<file path="src/rtl/hpb_wr_sched.sv">
// hpb_wr_sched: host write queue feeding the RAM controller's req/done handshake with starvation hold
module hpb_wr_sched #(
  parameter int RCB_RAM_WIDTH = 64,
  parameter int FIFO_DEPTH    = 4,
  parameter int STARVE_LIMIT  = 32
) (
  input  logic                       clk,
  input  logic                       reset_n,
  input  logic                       host_wr_valid,
  output logic                       host_wr_ready,
  input  logic [13:0]                host_wr_addr,
  input  logic [RCB_RAM_WIDTH-1:0]   host_wr_data,
  input  logic [RCB_RAM_WIDTH/8-1:0] host_wr_be,
  input  logic                       host_flush,
  output logic [13:0]                hpb_wr_addr,
  output logic [RCB_RAM_WIDTH-1:0]   hpb_wr_data,
  output logic [RCB_RAM_WIDTH/8-1:0] hpb_wr_en,
  output logic                       hpb_wr_req,
  input  logic                       rcb_wr_done,
  output logic                       starve_hold,
  output logic [15:0]                wr_count,
  output logic                       sched_busy
);
  localparam int BW = RCB_RAM_WIDTH / 8;
  localparam int AW = $clog2(FIFO_DEPTH);
  localparam int PW = AW + 1;
  localparam int EW = 14 + RCB_RAM_WIDTH + BW;
  localparam logic [15:0] LIM = 16'(STARVE_LIMIT);

  typedef enum logic [1:0] {IDLE, REQ, GAP} state_t;

  state_t        state, state_nx;
  logic [EW-1:0] mem [FIFO_DEPTH];
  logic [PW-1:0] wptr, rptr;
  logic [15:0]   wait_cnt, wait_nx;
  logic          empty, full, push, pop;

  assign empty         = wptr == rptr;
  assign full          = (wptr[AW] != rptr[AW]) && (wptr[AW-1:0] == rptr[AW-1:0]);
  assign host_wr_ready = reset_n && !full;
  assign push          = host_wr_valid && host_wr_ready && !host_flush;
  assign pop           = (state == REQ) && rcb_wr_done;
  assign sched_busy    = !empty || (state != IDLE);
  assign wait_nx       = &wait_cnt ? wait_cnt : wait_cnt + 16'd1;
  assign {hpb_wr_addr, hpb_wr_data, hpb_wr_en} = empty ? '0 : mem[rptr[AW-1:0]];

  // queue storage; head is read combinationally so it is stable throughout REQ
  always_ff @(posedge clk) begin
    if (push) mem[wptr[AW-1:0]] <= {host_wr_addr, host_wr_data, host_wr_be};
  end

  // pointers; a flush in REQ keeps the in-flight head, otherwise drops everything
  always_ff @(posedge clk or negedge reset_n) begin
    if (!reset_n) begin
      wptr <= '0;
      rptr <= '0;
    end else begin
      rptr <= pop ? rptr + PW'(1) : rptr;
      wptr <= !host_flush ? (push ? wptr + PW'(1) : wptr) : (state == REQ ? rptr + PW'(1) : rptr);
    end
  end

  // state register
  always_ff @(posedge clk or negedge reset_n) begin
    if (!reset_n) state <= IDLE;
    else state <= state_nx;
  end

  // next state and request output; GAP forces the mandatory one-cycle request drop
  always_comb begin
    state_nx   = state;
    hpb_wr_req = 1'b0;
    unique case (state)
      IDLE: state_nx = (!empty && !host_flush) ? REQ : IDLE;
      REQ: begin
        hpb_wr_req = 1'b1;
        state_nx   = rcb_wr_done ? GAP : REQ;
      end
      GAP: state_nx = (!empty && !host_flush) ? REQ : IDLE;
      default: state_nx = IDLE;
    endcase
  end

  // wait counter, registered starvation hold and committed-write counter
  always_ff @(posedge clk or negedge reset_n) begin
    if (!reset_n) begin
      wait_cnt    <= '0;
      starve_hold <= 1'b0;
      wr_count    <= '0;
    end else begin
      wait_cnt    <= (state == REQ && !rcb_wr_done) ? wait_nx : '0;
      starve_hold <= (state == REQ) && !rcb_wr_done && (wait_nx >= LIM);
      wr_count    <= wr_count + {15'd0, pop};
    end
  end
endmodule

</file>
<file path="config.mk">
export PLATFORM = sky130hd
export DESIGN_NAME = hpb_wr_sched
export DESIGN_NICKNAME = d
export VERILOG_FILES = /design/src/rtl/hpb_wr_sched.sv
export SDC_FILE = /design/constraint.sdc
export NUM_CORES = 1
export LEC_CHECK = 0
export CORE_ASPECT_RATIO = 1.25
export CORE_MARGIN = 4
export CORE_UTILIZATION = 55
export CTS_CLUSTER_DIAMETER = 80
export CTS_CLUSTER_SIZE = 25
export DETAILED_ROUTE_END_ITERATION = 16
export HOLD_SLACK_MARGIN = 0.15
export PLACE_DENSITY = 0.82
export SETUP_SLACK_MARGIN = 0.4
export SYNTH_ARGS = -nofsm -noshare
export SYNTH_HDL_FRONTEND = slang
export SYNTH_SLANG_ARGS = --single-unit
</file>
<file path="constraint.sdc">
create_clock -name clk -period 5.2 [get_ports clk]
set_input_delay 1.04 -clock clk [delete_from_list [all_inputs] [get_ports clk]]
set_output_delay 1.04 -clock clk [all_outputs]
set_load 0.005 [all_outputs]
</file>
# [Word-level counts from Yosys, hierarchy flattened]
# Memories as Yosys holds them, arrays and structs flattened.
# Cells that the tools add are included.
[classes] addsub=4 n_mul=0 n_div=0 order_cmp=1 n_eq_ne=5 n_shift=0 mux=12 bitwise=0 n_reduce_logical=18
[ops] op="86-bit 2-to-1 mux" n=1
[ops] op="16-bit 2-to-1 mux" n=2
[ops] op="16-bit by 1-bit adder with 16-bit output" n=1
[ops] op="16-bit by 1-bit adder with 16-bit output, second input constant" n=1
[ops] op="16-bit by 6-bit greater-or-equal comparator with 1-bit output, second input constant" n=1
[ops] op="16-bit AND reduction" n=1
[ops] op="3-bit 2-to-1 mux" n=3
[ops] op="1-bit logical AND" n=8
[ops] op="3-bit by 1-bit adder with 3-bit output, second input constant" n=2
[ops] op="1-bit logical NOT" n=4
[ops] op="1-bit 2-to-1 mux" n=4
[ops] op="2-bit case mux with 2 select lines" n=1
[ops] op="2-bit nonzero test" n=2
[ops] op="3-bit equality test" n=1
[ops] op="2-bit by 1-bit equality test with 1-bit output, second input constant" n=1
[ops] op="2-bit equality test" n=1
[ops] op="2-bit equality test, second input constant" n=1
[ops] op="2-bit logical NOT" n=1
[ops] op="2-bit 2-to-1 mux" n=1
[ops] op="2-bit OR reduction" n=1
[ops] op="1-bit logical OR" n=1
[ops] op="1-bit != test" n=1
[word_totals] regBits=41 latch_bits=0 ramBits=344 rom_bits=0 out_inout_bits=106 wordCells=47 n_memories=1
[memory_table] memory="mem" words=4 word_bits=86 rd=1 rd_clocked_by_memory_dff=0 wr=1 line_no="33" text="logic [EW-1:0] mem [FIFO_DEPTH];"

# [Depth between registers and ports, before layout]
# Gate-level depths: netlist of run 1.
[logic_depth] word_depth=8 mapped_depth=10

# [Least setup slack after synthesis of run 1]
# No wires, ideal clock.
[synth_path] path_kind="input to register" start="input port reset_n" end="memory mem[0][0] (netlist bit), enable pin" t_arrival_ps=3646 required_ps=4746 setup_slack_ps=1100 path_stages=5 n_path_buf=0 cell_sequence="inv_1 > a31oi_1 > nand2_1 > nor2_1 > and2_1"
[synth_between] elab_chain_cells=5
[synth_rtl] element="start, declared" line_no="8" text="input logic reset_n,"
[synth_rtl] element="1-bit logical AND" line_no="40" text="assign host_wr_ready = reset_n && !full;"
[synth_rtl] element="via host_wr_ready" line_no="10" text="output logic host_wr_ready,"
[synth_rtl] element="1-bit logical AND (2 in a row)" line_no="41" text="assign push = host_wr_valid && host_wr_ready && !host_flush;"
[synth_rtl] element="1-bit 2-to-1 mux" line_no="49" text="if (push) mem[wptr[AW-1:0]] <= {host_wr_addr, host_wr_data, host_wr_be};"
[synth_rtl] element="1-bit 2-to-1 mux (not written as such)" line_no="49"
[synth_rtl] element="end, declared" line_no="33"
# The timed path passes the listed nets, and every way through them passes these cells.

# [Worst setup path after layout of run 1]
[layout_path] start="register rptr[1]" end="output port hpb_wr_addr[13]"
[layout_between] elab_chain_cells=2 elab_cells_between_ends=3
[layout_rtl] element="start, declared" line_no="34" text="logic [PW-1:0] wptr, rptr;"
[layout_rtl] element="start signal, assigned" line_no="58" text="rptr <= pop ? rptr + PW'(1) : rptr;"
[layout_rtl] element="memory read 4 x 86 bit / 3-bit equality test (equally long branches)"
[layout_rtl] element="86-bit 2-to-1 mux (*)" line_no="45" text="assign {hpb_wr_addr, hpb_wr_data, hpb_wr_en} = empty ? '0 : mem[rptr[AW-1:0]];"
[layout_rtl] element="end, declared" line_no="15" text="output logic [13:0] hpb_wr_addr,"
# Mark *: on every way between the ends. The rest lies on a longest branch, timed or not.

==> impl_metrics.csv, run 1 <==
group,metric,value,unit
run_status,status,"complete, no violations",
routing,wl,29.1,mm
placement,io_buffer_count,196,
cells_and_area,stdcell_area,0.0181,sq mm
synth,syn_area_per_cell,19.7,sq um
pwr,power.density,485,mW/mm^2
routing,num_vias,7590,
routing,drcViolationCount,0,
pwr,ir_drop,0.417,mV
cells_and_area,syn_to_final_growth,19.5,%
cells_and_area,layout-drive-gt1-share,13.5,%
synth,ys_seq_area_share,74.9,%
die,die_area,0.0303,sq mm
cells_and_area,postLayoutCoreUtil,67.1,%
placement,dpl_cell_area,0.0176,sq mm
synth,ys.flop_type,"edfxtp_1",
routing,drtIter0Drc,501,
clock_tree,cts_setup_buffers,0,
timing,period_minus_slack,4240,ps
setup_path,crit_arrival,3200,ps
synth,yosys_warnings,0,
hold_path,min_path_type,"reg2reg",
placement,gp_congestion,0.832,
flow_run,maxCapViolations,0,
clock_tree,worstSkewPairLatency,510,ps
pwr,total_power,8770,uW
global_routing,antenna_found_initial,5,
global_routing,grt_first_pass_wirelength,45.4,mm
timing,min_period_over_period,81.4,%
synth,yosysUniqueCellTypes,40,
timing,tightest_slew,742,ps
cells_and_area,fin_nets,1057,
synth,synth_edf_count,344,
setup_path,startpoint_type,"flip-flop",
clock_tree,clk_path_buf_depth,3,
clock_tree,cts_sinks,385,
setup_path,worstPathRequired,4160,ps
pwr,leakage,0.00592,uW
timing,fmax,0.236,GHz
synth,syn_area,0.0152,sq mm
routing,drtAntennaViolNets,0,
timing,relSlewSlack,50.5,%
synth,synthArstFlopShare,10.6,%
clock_tree,holdBufCountCts,0,
timing,clock-skew-final,10.5,ps
cells_and_area,final_common_cell,"edfxtp_1",
routing,drt_first_pass_iters,4,
synth,yosys_register_bits,385,
clock_tree,cts_buffers,19,
global_routing,grt_pass1_vias,8115,
timing,finalSetupViolCount,0,
setup_path,worstSetupPathType,"reg2out",
routing,wl_per_cell,22.1,um
die,dieHeight,194,um
synth,syn_nets,867,
placement,placed_cells,1282,
die,initial_core_util,56.1,%
timing,rsz0062_at_grt,"no",
clock_tree,cts_tree,"yes",
timing,fin_tns_setup,0,ps
timing,maxSlewViolCount,0,
die,fp.dieW,156,um
setup_path,path_max_fanout,49,
routing,avgViaCountPerCell,5.76,
clock_tree,cts_resized,0,
synth,synthCells,768,
die,io_pins,197,
global_routing,gr-total-overflow,0,
die,rows,67,
placement,dp_hpwl,18.2,mm
cells_and_area,layout_common_cells,"edfxtp_1, clkdlybuf4s50_1, nor2b_1",
clock_tree,htree_levels,1,
cells_and_area,final_cells,1317,
setup_path,end_kind,"output pin",
timing,hold_violations,0,
clock_tree,clockRootBuffer,"clkbuf_16",
die,core-area,0.0270,sq mm
global_routing,grt_max_degree,90,
global_routing,gr-usage-all-layers,19.2,%
clock_tree,clkTransAtPathRegs,90,ps
[layout make-up]
class | instances | area, sq um
diodes | 2 | 5.00
clock buffers | 32 | 534
clock inverters | 1 | 16.3
fillers | 1784 | 8890
inverters | 4 | 15.0
multi-input cells | 341 | 3630
flip-flops and latches | 385 | 11400
well taps | 345 | 432
repair buffers | 207 | 2110
[worst max-delay path, cell delays in order (launching register included)]
cell and delay (ps):
dfrtp_4 890, buf_4 680, mux4_2 400, nor2b_1 140, clkdlybuf4s50_1 520
[sequential cells by signal (all words and copies together) (netlist names)]
name	cells
starve_hold	1
state	2
wptr	3
wait_cnt	16
mem	344
wr_count	16
rptr	3
[where the power goes]
part	internal (uW)	switching, uW	total [uW]
logic	2020	1400	3420
clock network	715	883	1600
registers	3590	162	3760
[metrics by stage]
stage | hold slack (ps) | setup WS, ps
after floorplan | 449 | 1100
after global placement | 464 | 1470
after detailed placement | 465 | 1470
after CTS | 478 | 890
after global routing | 516 | 782
final | 471 | 965
[final timing paths]
check                                   to  cells past startpoint         start  slack, ps
min reg2reg                   wr_count[15]                      1  wr_count[15]        470
min                           wr_count[15]                      1  wr_count[15]        470
min in group asynchronous     wait_cnt[10]                      2       reset_n        640
max                        hpb_wr_addr[13]                      4       rptr[1]        960
max in group asynchronous          rptr[0]                      2       reset_n       4160
max reg2reg                     mem[2][70]                      6       rptr[1]       2250
[cells by family after synthesis]
group	share of synthesized area (%)
xor gates and xnor gates	1.62
AOI/OAI and AO/OA	1.16
muxes	13.2
and+or+nand+nor	7.18
DFF	74.9
adders and majority gates	0.661
buffers and inverters	1.25
[per-layer routing]
metal  wire length, um  track usage, %  vias up
met2             15200            32.9      243
met5                34               0        -
li1                  -               -     3414
met1             11500            25.6     3888
met4               617            5.02        6
met3              1750            3.53       39
[synthesized netlist by cell type, drive strengths merged, types with 5 or more instances]
cell type	n	area share (%)
a21oi	6	0.20
a31oi	5	0.21
and2	7	0.29
and3	6	0.25
and4	5	0.29
buf	21	0.73
clkbuf	17	0.42
dfrtp	41	6.8
edfxtp	344	68
ha	8	0.66
mux4	86	13
nand2	21	0.52
nand3	10	0.41
nand4	13	0.54
nor2	19	0.47
nor2b	93	3.8
o21ai	5	0.17
xnor2	21	1.2
xor2	7	0.40
No activity file was read; power rests on OpenSTA's default activity.
==> inputs of run 2 (changes only) <==
clock period = 4.2 ns   (was 5.2 ns; I/O delays follow)
==> run 2 against run 1 <==
  * Combinational power increased by 27%
  * Register-to-register slack got worse by 870 ps
  * Sequential power increased by 23%
  * Die area unchanged
  * Count of clock-buffer cells in the layout unchanged
  * Cell count increased by 0.46%
  * Clock skew increased by 9.3 ps
  * Clock power increased by 25%
  * Power increased by 25%
==> impl_metrics.csv, run 2 (synthesis results as in run 1) <==
group,metric,value,unit
routing,wl_met2,15.3,mm
die,core-area,0.0270,sq mm
cells_and_area,stdcell_area,0.0182,sq mm
clock_tree,clk_path_buf_depth,3,
setup_path,end_kind,"output pin",
global_routing,grt_first_pass_wirelength,45.7,mm
die,die_area,0.0303,sq mm
timing,fin_tns_setup,0,ps
clock_tree,cts_setup_buffers,0,
timing,fmax,0.277,GHz
die,initial_core_util,56.1,%
pwr,ir_drop,0.517,mV
timing,clock-skew-final,19.7,ps
routing,num_vias,7648,
routing,drt_first_pass_iters,7,
routing,wl,29.3,mm
routing,dr.max_layer_used,"met5",
hold_path,min_path_type,"in2async",
timing,finalSetupViolCount,0,
cells_and_area,layout-drive-gt1-share,14.0,%
placement,placed_cells,1288,
die,dieHeight,194,um
cells_and_area,final_cells,1323,
global_routing,grt_pass1_vias,8067,
routing,avgViaCountPerCell,5.78,
cells_and_area,final_common_cell,"edfxtp_1",
routing,drtAntennaViolNets,0,
timing,maxSlewViolCount,0,
setup_path,startpoint_type,"flip-flop",
die,rows,67,
routing,drtIter0Drc,627,
global_routing,grt_max_degree,89,
placement,io_buffer_count,196,
cells_and_area,syn_to_final_growth,19.9,%
clock_tree,clockRootBuffer,"clkbuf_16",
routing,wl_met3,2.01,mm
clock_tree,worstSkewPairLatency,520,ps
timing,min_period_over_period,85.9,%
clock_tree,htree_levels,1,
routing,wl_met1,11.5,mm
pwr,power.density,603,mW/mm^2
flow_run,maxCapViolations,0,
routing,drcViolationCount,0,
timing,relSlewSlack,53.0,%
global_routing,gr-total-overflow,0,
timing,tightest_slew,706,ps
die,fp.dieW,156,um
clock_tree,cts_buffers,19,
timing,period_minus_slack,3610,ps
cells_and_area,layout_common_cells,"edfxtp_1, clkdlybuf4s50_1, nor2b_1",
placement,gp_congestion,0.861,
clock_tree,cts_sinks,385,
cells_and_area,fill_cells,1775,
clock_tree,clkTransAtPathRegs,100,ps
clock_tree,holdBufCountCts,0,
routing,wl_per_cell,22.1,um
timing,rsz0062_at_grt,"no",
setup_path,worstPathRequired,3360,ps
clock_tree,cts_resized,0,
pwr,leakage,0.00596,uW
placement,preCtsSetupSlack,1150,ps
setup_path,path_max_fanout,34,
timing,setup_ws,591,ps
cells_and_area,fin_nets,1063,
cells_and_area,largest_reg_flops,344,
setup_path,crit_arrival,2770,ps
placement,dp_hpwl,18.7,mm
die,io_pins,197,
run_status,status,"complete, no violations",
placement,dpl_cell_area,0.0176,sq mm
setup_path,worstSetupPathType,"reg2out",
clock_tree,cts_tree,"yes",
global_routing,gr-usage-all-layers,19.4,%
global_routing,antenna_found_initial,4,
timing,hold_violations,0,
run 2: final cells by class:
cell class	instances	area [sq um]	share of cell area, %
Multi-Input combinational cell	341	3630	20.0
Antenna cell	1	2.50	0.0138
Timing Repair Buffer	213	2180	12.0
Clock buffer	32	524	2.88
Clock inverter	2	25.0	0.138
Tap cell	345	432	2.38
Inverter	4	15.0	0.0826
Sequential cell	385	11400	62.5
run 2: worst paths after layout:
check,start,to,slack [ps],cells after the start
worst max-delay path,rptr[1],hpb_wr_en[5],590,4
worst min-delay path,reset_n,wr_count[6],390,2
worst max register to register,rptr[1],mem[1][55],1380,6
worst min register to register,wr_count[15],wr_count[15],490,1
max in group asynchronous,reset_n,rptr[0],3400,2
min in group clk,wr_count[15],wr_count[15],490,1
run 2: worst max-delay path: stages, from the launching register on:
cell,delay (ps)
dfrtp_4,660
buf_4,500
mux4_2,290
nor2b_1,210
clkdlybuf4s50_1,550
run 2: stage by stage:
step | power (uW) | utilization [%] | hold slack (ps)
final | 11000 | 67.3 | 392
after global routing | 11500 | 67.3 | 432
after CTS | 11100 | 67.3 | 388
after detailed placement | 9140 | 65.3 | 470
after global placement | 9080 | 65.3 | 460
after floorplan | 6790 | - | 449
run 2: routing by layer:
metal,global-route usage (%),vias to the layer above
met3,4.69,45
met5,0,-
li1,-,3426
met4,3.92,6
met2,33.0,216
met1,25.9,3955
run 2: where the power goes:
part	internal, uW	switching [uW]	total [uW]
clock network	876	1120	2000
logic	2540	1790	4330
registers	4450	188	4640
total	7870	3100	11000
==> inputs of run 3 (changes only) <==
ABC_AREA = 1   (was unset)
CORE_UTILIZATION = 56   (was 55)
==> run 3 against run 2 <==
  * Critical path depth rose by 2
  * Power rose by 9.9%
  * Final area grew 3.4%
  * Core utilization grew 0.41 points
  * Synthesized cell count up 68%
  * Wire length grew 16%
  * Fmax fell by 0.76%
  * Combinational power increased by 25%
  * Clock skew fell by 7.3 ps
  * Area after synthesis rose by 4.3%
  * Worst setup slack got worse by 28 ps
  * Highest routed layer unchanged
==> impl_metrics.csv, run 3 <==
group,metric,value,unit
clock_tree,holdBufCountCts,0,
die,rows,68,
die,dieHeight,196,um
global_routing,grt_max_degree,122,
setup_path,crit_arrival,2800,ps
die,fp.dieW,158,um
synth,synth-xor-area-share,1.27,%
pwr,leakage,0.00702,uW
timing,hold_violations,0,
pwr,total_power,12100,uW
setup_path,worstSetupPathType,"reg2out",
setup_path,path_max_fanout,121,
die,die_area,0.0310,sq mm
global_routing,grt_first_pass_wirelength,52.2,mm
setup_path,end_kind,"output pin",
timing,tightest_slew,583,ps
synth,synth_area_leaders,"edfxtp_1, nor2_1, dfrtp_1, o32ai_1, nand2_1",
timing,period_minus_slack,3640,ps
routing,drtIter0Drc,900,
run_status,status,"complete, no violations",
global_routing,antenna_found_initial,3,
clock_tree,clockRootBuffer,"clkbuf_16",
setup_path,cp_slowest_cell,"dfrtp_4",
pwr,ir_drop,0.516,mV
clock_tree,htree_levels,1,
synth,synthCells,1290,
synth,syn_area,0.0158,sq mm
synth,ys.flop_type,"edfxtp_1",
timing,maxSlewViolCount,0,
synth,yosys_register_bits,385,
global_routing,grt_pass1_vias,10300,
die,initial_core_util,57.0,%
pwr,power.density,642,mW/mm^2
cells_and_area,fin_nets,1561,
setup_path,worstPathCellList,"buf_16, o21ai_0, o32ai_1, nand2_1, inv_1, clkdlybuf4s50_1",
cells_and_area,final_common_cell,"edfxtp_1",
timing,clock-skew-final,12.5,ps
timing,finalSetupViolCount,0,
setup_path,rrSetupSlack,1430,ps
synth,yosys_warnings,0,
synth,yosysTopAreaCellShare,65.4,%
global_routing,gr-usage-all-layers,21.0,%
synth,synthArstFlopShare,10.6,%
routing,drtAntennaViolNets,0,
synth,yosysMostFrequentCell,"edfxtp_1",
pwr,pwr-share-comb,44.8,%
timing,rsz0062_at_grt,"no",
synth,synth_edf_count,344,
placement,dp_hpwl,19.9,mm
placement,gp_congestion,0.813,
die,core-area,0.0277,sq mm
pwr,power.switching,4180,uW
timing,fin_tns_setup,0,ps
synth,synth_top_area_cell,"edfxtp_1",
timing,min_period_over_period,86.6,%
routing,num_vias,10300,
setup_path,startpoint_type,"flip-flop",
clock_tree,clkTransAtPathRegs,90,ps
cells_and_area,layout-drive-gt1-share,6.17,%
pwr,switching_share,34.7,%
hold_path,min_path_type,"in2async",
synth,syn_nets,1389,
timing,fmax,0.275,GHz
cells_and_area,layout_common_cells,"edfxtp_1, nor2_1, clkdlybuf4s50_1",
pwr,internal_power,7870,uW
cells_and_area,syn_to_final_growth,18.9,%
synth,synthSimpleGateAreaFrac,12.7,%
routing,drt_first_pass_iters,5,
clock_tree,clk_path_buf_depth,3,
clock_tree,cts_buffers,19,
clock_tree,cts_tree,"yes",
synth,synth_top_family_by_area,"simple AND/OR/NAND/NOR gates",
flow_run,maxCapViolations,0,
timing,relSlewSlack,61.1,%
clock_tree,worstSkewPairLatency,520,ps
synth,synth_compound_area_share,8.42,%
die,io_pins,197,
setup_path,worstPathRequired,3360,ps
synth,synthTopCellsByCount,"edfxtp_1, nor2_1, nand2_1, inv_1, o21ai_0",
synth,synth.area.mux_share,0,%
synth,yosysUniqueCellTypes,33,
pwr,p_seq_share,38.7,%
pwr,clock_power_share,16.5,%
cells_and_area,largest_reg_flops,344,
placement,io_buffer_count,196,
global_routing,gr-total-overflow,0,
synth,syn_area_per_cell,12.2,sq um
routing,drcViolationCount,0,
setup_path,cpPeakStageDelay,690,ps
synth,ys_seq_area_share,71.9,%
synth,synth_fa_ha_area_share,0.634,%
routing,wl,33.9,mm
routing,avgViaCountPerCell,5.62,
routing,wl_per_cell,18.5,um
clock_tree,cts_sinks,385,
-- run 3: cell count changes in the layout (fill, tap and decap cells not counted), sizes merged, moves of 85 or more --
cell / previous run / this run
nor2: 19 / 299
inv: 6 / 125
nor2b: 93 / 0
o32ai: 1 / 86
nand2: 21 / 149
mux4: 86 / 0
o21ai: 5 / 101
-- run 3: power groups by stage --
stage / Combinational, uW / Sequential (uW) / Clock [uW]
2_1_floorplan: 2700 / 4650 / 0
3_3_place_gp: 5120 / 4760 / 0
3_5_place_dp: 5240 / 4780 / 0
4_1_cts: 5350 / 4670 / 2030
5_1_grt: 5920 / 4690 / 2180
6_report: 5400 / 4660 / 1990
-- run 3: final cells by class --
type	count	area, sq um
Antenna cell	1	2.50
Clock buffer	31	520
Clock inverter	3	30.0
Fill cell	1937	8950
Inverter	127	493
Multi-Input combinational cell	711	3670
Sequential cell	385	11400
Tap cell	350	438
Timing Repair Buffer	218	2260
-- run 3: timing repair --
item,CTS,global route
gates cloned,0,1
gates resized for setup,4,7
setup buffers,1,1
setup endpoints to repair,74,73
-- run 3: worst paths after layout --
kind,start,end,cells after the start
worst max-delay path,rptr[1],hpb_wr_en[4],6
worst min-delay path,reset_n,wptr[2],2
worst max register to register,rptr[1],mem[0][11],9
worst min register to register,wr_count[15],wr_count[15],1
max in group asynchronous,reset_n,rptr[0],2
min in group clk,wr_count[15],wr_count[15],1
-- run 3: cells by family after synthesis --
family | after synthesis
AO/OA/AOI/OAI | 200
buffers and inverters | 194
XOR/XNOR | 22
adder cells (fa/ha/maj) | 8
AND/OR/NAND/NOR | 481
flip-flops | 385
-- run 3: critical path: cells and delay by family, from the launching register on --
kind	cells	cell delay (ps)
compound gates	2	450
buf+inv	3	1000
flops	1	690
simple gates	1	100
-- run 3: stage by stage --
step,instances,hold slack [ps],utilization [%],setup slack [ps],instance area (sq um)
2_1_floorplan,1290,452,-,289,15800
3_3_place_gp,1788,459,65.4,872,18100
3_5_place_dp,1788,482,65.4,830,18100
4_1_cts,1823,405,67.5,415,18700
5_1_grt,1826,435,67.7,422,18800
6_report,1826,401,67.7,563,18800
-- run 3: layer usage --
layer | vias up | global-route usage [%] | routed length [um]
li1 | 4828 | - | -
met1 | 5051 | 27.0 | 13400
met2 | 330 | 37.3 | 17800
met3 | 48 | 3.11 | 2070
met4 | 4 | 5.21 | 592
met5 | - | 0 | 27
